--- src/rtl/matrix_mac_engine.sv ---
// Matrix multiply engine: holds operand matrices A and B, computes C = A*B with one MAC per cycle,
// and streams C out row-major over a valid/ready result port.
module matrix_mac_engine #(
  parameter int DATA_W    = 4,
  parameter int MAX_ELEMS = 8,
  parameter int ADDR_W    = 3,
  parameter int ACC_W     = 2*DATA_W+3
) (
  input  logic              CLK,
  input  logic              RST,
  input  logic              ld_we,
  input  logic              ld_sel,
  input  logic [ADDR_W-1:0] ld_addr,
  input  logic [DATA_W-1:0] ld_data,
  input  logic [3:0]        R1,
  input  logic [3:0]        C1,
  input  logic [3:0]        R2,
  input  logic [3:0]        C2,
  input  logic              start,
  output logic              res_valid,
  input  logic              res_ready,
  output logic [ACC_W-1:0]  res_data,
  output logic [3:0]        res_row,
  output logic [3:0]        res_col,
  output logic              res_last,
  output logic              busy,
  output logic              done,
  output logic              err,
  output logic [1:0]        dbg_state
);

  localparam logic [7:0] MAX_ELEMS_8 = 8'(MAX_ELEMS);

  typedef enum logic [1:0] {S_IDLE, S_MAC, S_EMIT, S_DONE} state_t;
  state_t state, state_nxt;

  logic [DATA_W-1:0]   a_mem [MAX_ELEMS];
  logic [DATA_W-1:0]   b_mem [MAX_ELEMS];
  logic [3:0]          r1_q, c1_q, c2_q;
  logic [3:0]          i_q, j_q, k_q;
  logic [ACC_W-1:0]    acc_q, acc_sum;
  logic [ADDR_W-1:0]   a_idx, b_idx;
  logic [DATA_W-1:0]   a_val, b_val;
  logic [2*DATA_W-1:0] prod;
  logic [7:0]          area_a, area_b;
  logic                dims_ok, k_last, row_last, col_last;

  // Geometry check uses the live dimension inputs because it is evaluated on the start cycle itself.
  assign area_a  = {4'd0, R1} * {4'd0, C1};
  assign area_b  = {4'd0, R2} * {4'd0, C2};
  assign dims_ok = (C1 == R2) && (R1 != 4'd0) && (C1 != 4'd0) && (R2 != 4'd0) && (C2 != 4'd0)
                   && (area_a <= MAX_ELEMS_8) && (area_b <= MAX_ELEMS_8);

  assign a_idx    = ADDR_W'(i_q * c1_q + k_q);
  assign b_idx    = ADDR_W'(k_q * c2_q + j_q);
  assign a_val    = a_mem[a_idx];
  assign b_val    = b_mem[b_idx];
  assign prod     = (2*DATA_W)'(a_val) * (2*DATA_W)'(b_val);
  assign acc_sum  = acc_q + ACC_W'(prod);
  assign k_last   = (k_q == c1_q - 4'd1);
  assign row_last = (i_q == r1_q - 4'd1);
  assign col_last = (j_q == c2_q - 4'd1);

  // Operand storage is loadable only while idle and is deliberately not reset.
  always_ff @(posedge CLK) begin
    if (ld_we && (state == S_IDLE) && (int'(ld_addr) < MAX_ELEMS)) begin
      if (ld_sel) b_mem[ld_addr] <= ld_data;
      else        a_mem[ld_addr] <= ld_data;
    end
  end

  always_ff @(posedge CLK) begin
    if (RST) state <= S_IDLE;
    else     state <= state_nxt;
  end

  // Result port: res_valid rises at the end of an element's MAC run; res_data/row/col/last hold
  // until a cycle with res_valid && res_ready, which is the only transfer; res_ready alone does nothing.
  always_comb begin
    state_nxt = state;
    case (state)
      S_IDLE: if (start && dims_ok) state_nxt = S_MAC;
      S_MAC:  if (k_last) state_nxt = S_EMIT;
      S_EMIT: if (res_ready) state_nxt = res_last ? S_DONE : S_MAC;
      S_DONE: state_nxt = S_IDLE;
      default: state_nxt = S_IDLE;
    endcase
  end

  always_ff @(posedge CLK) begin
    if (RST) begin
      r1_q      <= '0;
      c1_q      <= '0;
      c2_q      <= '0;
      i_q       <= '0;
      j_q       <= '0;
      k_q       <= '0;
      acc_q     <= '0;
      res_valid <= 1'b0;
      res_data  <= '0;
      res_row   <= '0;
      res_col   <= '0;
      res_last  <= 1'b0;
      err       <= 1'b0;
    end else begin
      case (state)
        S_IDLE: begin
          if (start) begin
            if (dims_ok) begin
              err   <= 1'b0;
              r1_q  <= R1;
              c1_q  <= C1;
              c2_q  <= C2;
              i_q   <= '0;
              j_q   <= '0;
              k_q   <= '0;
              acc_q <= '0;
            end else begin
              err <= 1'b1;
            end
          end
        end
        S_MAC: begin
          if (k_last) begin
            res_data  <= acc_sum;
            res_row   <= i_q;
            res_col   <= j_q;
            res_last  <= row_last && col_last;
            res_valid <= 1'b1;
            k_q       <= '0;
          end else begin
            acc_q <= acc_sum;
            k_q   <= k_q + 4'd1;
          end
        end
        S_EMIT: begin
          if (res_ready) begin
            res_valid <= 1'b0;
            res_last  <= 1'b0;
            acc_q     <= '0;
            if (!res_last) begin
              if (col_last) begin
                j_q <= '0;
                i_q <= i_q + 4'd1;
              end else begin
                j_q <= j_q + 4'd1;
              end
            end
          end
        end
        default: ;
      endcase
    end
  end

  assign busy      = (state == S_MAC) || (state == S_EMIT);
  assign done      = (state == S_DONE);
  assign dbg_state = state;

endmodule
--- config.mk ---
export PLATFORM = sky130hd
export DESIGN_NAME = matrix_mac_engine
export DESIGN_NICKNAME = d
export VERILOG_FILES = /design/src/rtl/matrix_mac_engine.sv
export SDC_FILE = /design/constraint.sdc
export NUM_CORES = 1
export LEC_CHECK = 0
export BUFFER_PORTS_ARGS = -buffer_cell sky130_fd_sc_hd__buf_2
export CORE_UTILIZATION = 30
export DETAILED_ROUTE_END_ITERATION = 6
export HOLD_SLACK_MARGIN = 0.1
export PLACE_DENSITY = 0.55
export SYNTH_ARGS = -nofsm -noshare
export SYNTH_HDL_FRONTEND = slang
export SYNTH_SLANG_ARGS = --single-unit
--- constraint.sdc ---
create_clock -name CLK -period 16.6 [get_ports CLK]
set_clock_uncertainty 0.05 [all_clocks]
set_input_delay 0.83 -clock CLK [delete_from_list [all_inputs] [get_ports CLK]]
set_output_delay 0.83 -clock CLK [all_outputs]
set_load 0.005 [all_outputs]
== Yosys cells after proc, flatten, opt, wreduce, memory -nomap -nowiden ==
Memories as Yosys holds them, arrays and structs flattened.
Index checks and enable logic that the tools add are counted.

* Register bits: 59
* Latch bits: 0
* Memory bits (writable): 64
* Bits in read-only memories: 0
* Output and inout bits: 26
* Logic and storage cells: 109
* Memories kept: 2

{| class="wikitable"
|+ Memories
! memory !! depth !! bits a word !! read ports !! clocked after memory_dff !! write ports !! RTL line !! RTL
|-
| a_mem || 8 || 4 || 1 || 0 || 1 || 37 || <nowiki>logic [DATA_W-1:0] a_mem [MAX_ELEMS];</nowiki>
|-
| b_mem || 8 || 4 || 1 || 0 || 1 || 38 || <nowiki>logic [DATA_W-1:0] b_mem [MAX_ELEMS];</nowiki>
|}

* Add/subtract/negate cells: 9
* $mul: 5
* Div/mod/pow operators: 0
* Magnitude comparators: 2
* Equality and inequality tests: 15
* Shifts and indexed selects: 0
* Multiplexer cells: 34
* Bitwise operators: 0
* Reduce and logical (&&, ||, !) cells: 28

{| class="wikitable"
|+ Operators by type and width
! kind !! number
|-
| 11-bit 2-to-1 mux || 4
|-
| 4-bit 2-to-1 mux || 9
|-
| 11-bit one-hot mux with 3 select lines || 1
|-
| 4-bit by 4-bit multiplier with 8-bit output || 3
|-
| 4-bit one-hot mux with 2 select lines || 3
|-
| 4-bit == test || 4
|-
| 8-bit by 4-bit less-or-equal comparator with 1-bit output (second input constant) || 2
|-
| 4-bit nonzero test || 4
|-
| 2-bit inequality test (second input constant) || 7
|-
| 4-bit by 1-bit adder with 4-bit output (second input constant) || 3
|-
| 3-bit AND reduction || 4
|-
| 4-bit by 1-bit subtractor with 4-bit output (second input constant) || 3
|-
| 11-bit by 8-bit adder with 11-bit output || 1
|-
| 1-bit 2-to-1 mux || 10
|-
| 5-bit AND reduction || 2
|-
| 1-bit logical AND || 9
|-
| 4-bit by 4-bit multiplier with 3-bit output || 2
|-
| 2-bit 2-to-1 mux || 4
|-
| 2-bit one-hot mux with 4 select lines || 1
|-
| 3-bit adder || 2
|-
| 6-bit AND reduction || 1
|-
| 2-bit nonzero test || 3
|-
| 2-bit == test (second input constant) || 2
|-
| 1-bit one-hot mux with 2 select lines || 2
|-
| 6 further kinds || 7
|}

== Depth between registers and ports, before layout ==
* Depth in word-level cells: 10
* Mapped depth: 27
* Mapped depth without buffers: 26

== Worst setup path before layout ==
OpenSTA, ideal clock, no wires.

* Kind: flip-flop to flip-flop
* From: reg i_q[0]
* To: reg acc_q[9]
* Data arrival time: 6146 ps
* Required time: 16476 ps
* Path slack: 10329 ps
* Cell stages (with the launch flop): 26
* Period minus slack after synthesis: 6271 ps
* Cells stage by stage: dfxtp_1 -> inv_1 -> nor2_1 -> ha_1 -> ha_1 -> ha_1 -> xor2_1 -> xnor3_1 -> xnor2_2 -> buf_4 -> mux2i_1 -> a22oi_1 -> nand3_1 -> or2_2 -> fa_1 -> fa_1 -> fa_1 -> inv_1 -> ha_1 -> a21o_1 -> a211oi_1 -> nor2_1 -> o41ai_1 -> xnor2_1 -> nand2_1 -> o21ai_0

* Longest elaborated chain between the ends: 7

{| class="wikitable"
|+ RTL lines
! what !! RTL line !! RTL
|-
| start, declared || 40 || <nowiki>logic [3:0] i_q, j_q, k_q;</nowiki>
|-
| start signal, assigned || 144 || <nowiki>i_q <= i_q + 4'd1;</nowiki>
|-
| 4-bit by 4-bit multiplier with 3-bit output || 54 || <nowiki>assign a_idx = ADDR_W'(i_q * c1_q + k_q);</nowiki>
|-
| 3-bit adder || 54 ||
|-
| memory read 8 x 4 bit || -- ||
|-
| 4-bit by 4-bit multiplier with 8-bit output || 58 || <nowiki>assign prod = (2*DATA_W)'(a_val) * (2*DATA_W)'(b_val);</nowiki>
|-
| 11-bit by 8-bit adder with 11-bit output || 59 || <nowiki>assign acc_sum = acc_q + ACC_W'(prod);</nowiki>
|-
| 11-bit 2-to-1 mux || 124 || <nowiki>if (k_last) begin</nowiki>
|-
| 11-bit one-hot mux with 3 select lines || 106 || <nowiki>case (state)</nowiki>
|-
| end signal, assigned || 132 || <nowiki>acc_q <= acc_sum;</nowiki>
|-
| end, declared || 41 || <nowiki>logic [ACC_W-1:0] acc_q, acc_sum;</nowiki>
|}

Every way passes these cells. The select of a mux whose other input is x is not followed.
A chain may end at the register's enable or synchronous reset.

== Final worst setup path ==
Ends and elaborated chain as after synthesis.

==> run summary <==
The H-tree generated during clock tree synthesis spans 4 levels. The worst stage delay on the critical path came out at 0.96 ns. The cell at the slowest stage of the critical path is xnor2_2. Global routing used 14.1% of the available tracks. The leakage power came out at 3.56 nW.

The vertical die dimension came out at 160 um. The worst register-to-register path begins at i_q[0]. The flow ran to the end, and the final reports show no timing, DRC or antenna violations.

The worst hold path belongs to the class register to register. The count of instances resized after the clock tree is built is 0. The mean post-synth cell area came out at 10.3 um^2. The overall overflow remaining after global route came out at 0. From synthesis to final layout, the design area changed by 15.7%. For the final routed database, the setup TNS stands at 0 ns. The final number of hold-violating endpoints is 0.

The synthesized netlist net count came out at 833. In this design, the largest share of critical-path delay is due to adder cells. The total area of multi-input combinational cells is 4080 um^2. The mapped netlist covers about 7500 um^2. The share of post-route cells with drive strength above 1 is 12.8%. The wire length of the first global-routing pass is 28500 um. The floorplan step defined a core boundary enclosing 24400 um^2.

The number of antenna-violating nets in the routed design is 0. The worst pin sits at a relative slew slack of approximately a fifth. The largest net degree at the start of global routing came out at 52.

The most used flip-flop cell after synthesis is edfxtp_1. The post-synthesis cell count came out at 727. Setup violations remaining at the end of the flow were counted as 0. The ratio of final minimum period to clock period is 43.3%. TritonCTS built the clock tree. The violation count after the first detailed-routing iteration came out at 268. The count of standard-cell rows is 57.

The longest clock path from root to sink contains 2 buffers. The worst setup path is of the register to register kind. The arrival time reported for the critical path endpoint came out at 7.49 ns. The vias per cell is about 4.9. The post-layout minimum cycle time came out at 7.19 ns. The count of synthesis-stage warnings from yosys came out at 0. After legalization and detailed placement, the total HPWL measured 12500 um. For this design, the sink count on the clock tree is 123. For the pin with the worst max-slew slack, the measured transition is 1.21 ns. The number of buffers inserted to repair setup after CTS is 0. The kind of end point of the critical path is a register. The number of antenna violations at the first check in global routing is 0. The flip-flop and latch count after synthesis came out at 123. The starting density of the core is 30.7%. The worst setup path is launched from a register.

The area occupied by registers is 3100 um^2. In this run, post-CTS hold repair placed 0 buffers. The worst ir drop on vdd came out at 52.8 uV.

The clock transition at the registers of the reported paths came out at approximately 0.060 ns. The critical path launch point is i_q[0]. The critical path required time is 16.90 ns. The number of vias after detailed routing came out at about 5500. Buffers placed on the I/O ports in this run total 54.

The startpoint of the most critical hold path is res_row[3]. The pre-antenna-repair detailed-routing pass consisted of 4 iterations. Dividing total power by cell area gives a power density of 98.5 nW/um^2. The antenna diode count is 0. In this run the worst path has a maximum fanout of 16. The cell that appears most often on the critical path is ha_1.

After synthesis, flip-flops and latches occupy 41.4% of the total area. The combined buffer and inverter count along the critical path is 2. The signal on the critical path passes through inv_1 -> nor2_1 -> ha_1 -> ha_1 -> ha_1 -> xor2_1 -> xnor3_1 -> xnor2_2 -> mux2i_1 -> a22oi_1 -> nand3_1 -> or2_2 -> fa_1 -> fa_1 -> fa_1 -> inv_1 -> ha_1 -> a21o_1 -> a211oi_1 -> nor2_1 -> o41ai_1 -> xnor2_1 -> nand2_1 -> o21ai_0. The post-placement cell area came out at 8090 um^2. The total wirelength of the detailed-routed design came out at 17200 um. The die outline area is 25600 um^2. Across the run, the number of max-cap violations was 0. The share of synthesized registers carrying an async set or reset is 0%. The DRC violation count after routing came out at 0.

The fill cell instance count of the final layout came out at between 2000 and 3000. The via count of the first global-routing pass is 5353. Setup repair after global routing left no endpoint under its margin.

The tree is rooted in a clkbuf_16. The finished layout cell area is 8660 um^2. The count of unique library cells instantiated by Yosys came out at 66. The number of enable-type register cells in the synthesized netlist came out at 64. Based on the critical path, the design can be clocked at up to 139 MHz.

The number of I/O pins is 55. The x dimension of the die came out at 160 um. After detailed routing, the average wire length per cell comes to around 15 um. Routability-driven placement finished with a final weighted congestion of 0.787. The number of buffers created by CTS came out at 17. The count of final max-slew check failures came out at 0. For this run, the post-layout net count is 888. The source-to-sink clock delay at the later pin of the worst-skew pair is 0.43 ns.
==> flip-flops by register name, indices dropped and copies added (netlist names), 2 cells and up <==
register and cells:
res_row 4, r1_q 4, res_col 4, acc_q 11, c2_q 4, j_q 4, i_q 4, dbg_state 2
a_mem 32, b_mem 32, res_data 11, k_q 4, c1_q 4
==> tightest hold or removal path: stages, from the launching register on <==
cell,delay (ns)
dfxtp_1,0.32
a21oi_1,0.06
nor2_1,0.07
==> metal layers <==
| metal | global-route usage (%) | up-vias | share of wire [%] |
|---|---|---|---|
| li1 | - | 2740 | - |
| met1 | 19.5 | 2614 | 50 |
| met2 | 21.6 | 103 | 45 |
| met3 | 3.45 | 24 | 3.8 |
| met4 | 4.37 | 0 | 1.3 |
| met5 | 0 | - | 0 |
==> cell families (layout without fill, tap and decap cells) <==
| logic type | Yosys count | after routing | synth area share [%] |
|---|---|---|---|
| buf+inv | 75 | 143 | 4.09 |
| mux | 61 | 61 | 8.15 |
| compound gates | 111 | 111 | 10.6 |
| simple gates | 238 | 238 | 15.6 |
| fa+ha+maj | 77 | 77 | 14.6 |
| xor+xnor | 42 | 42 | 5.48 |
| flops | 123 | 123 | 41.4 |
==> power breakdown <==
part / total [mW] / internal (mW) / switching (mW) / leakage, nW
Clock: 0.363 / 0.220 / 0.143 / 0.265
Sequential: 0.328 / 0.324 / 0.00394 / 1.05
Combinational: 0.162 / 0.0576 / 0.105 / 2.24
Total: 0.854 / 0.602 / 0.252 / 3.56
==> metrics by stage <==
step           cells  worst slack (ns)  util (%)  power [mW]  hold WS (ns)
2_1_floorplan    727             10.33         -       0.453         0.405
3_3_place_gp    1087              9.61      33.2       0.496         0.412
3_5_place_dp    1087              9.46      33.2       0.497         0.428
4_1_cts         1119              9.44      35.5       0.864         0.444
5_1_grt         1119              8.94      35.5       0.898         0.471
6_report        1119              9.41      35.5       0.854         0.433
==> synthesized netlist by cell type (3+ instances only) <==
cell,n,area [um^2]
nor2_1,80,300
edfxtp_1,64,1920
mux2i_1,61,611
ha_1,60,751
dfxtp_1,59,1180
inv_1,51,191
nand2_1,44,165
xnor2_1,28,245
and2_1,26,163
a21oi_1,22,110
nand3_1,20,100
nor3_1,18,90.1
o21ai_0,18,90.1
fa_1,17,340
clkbuf_1,16,60.1
o311ai_0,11,96.3
nor2b_1,10,62.6
xor2_1,10,87.6
a211oi_1,9,67.6
a22oi_1,8,60.1
nor4_1,8,50.1
nand2b_1,6,37.5
o31ai_1,6,45.0
a21o_1,5,37.5
nand4_1,5,31.3
a41o_1,4,40.0
o2111ai_1,4,35.0
a31oi_1,3,18.8
nor3b_1,3,22.5
or2_2,3,18.8
==> layout by cell type, fill, tap and decap left out, drive strengths merged, types with 10 or more instances in the layout <==
master,netlist,routed
fa,17,17
nand3,20,20
clkbuf,17,17
nor2b,10,10
a211oi,10,10
xnor2,30,30
o21ai,19,19
ha,60,60
o311ai,11,11
mux2i,61,61
nand2,44,44
dfxtp,59,59
inv,52,55
buf,6,59
xor2,10,10
edfxtp,64,64
nor2,80,80
a21oi,22,22
and2,26,26
nor3,18,18
==> final timing paths <==
| kind | depth (start not counted) | to | slack, ns |
|---|---|---|---|
| hold / removal | 2 | res_row[3] | 0.43 |
| setup reg to reg | 24 | acc_q[9] | 9.41 |
| setup / recovery | 24 | acc_q[9] | 9.41 |
| hold reg to reg | 2 | res_row[3] | 0.43 |
==> layout make-up <==
type	instances	share of cell area [%]
clock buffer	17	4.91
clock inverter	15	1.72
inverter	52	2.25
multi-input combinational	529	47.1
sequential	123	35.8
tap	324	4.68
timing repair buffer	59	3.55
Note: power is estimated with default switching activity, not from simulation.
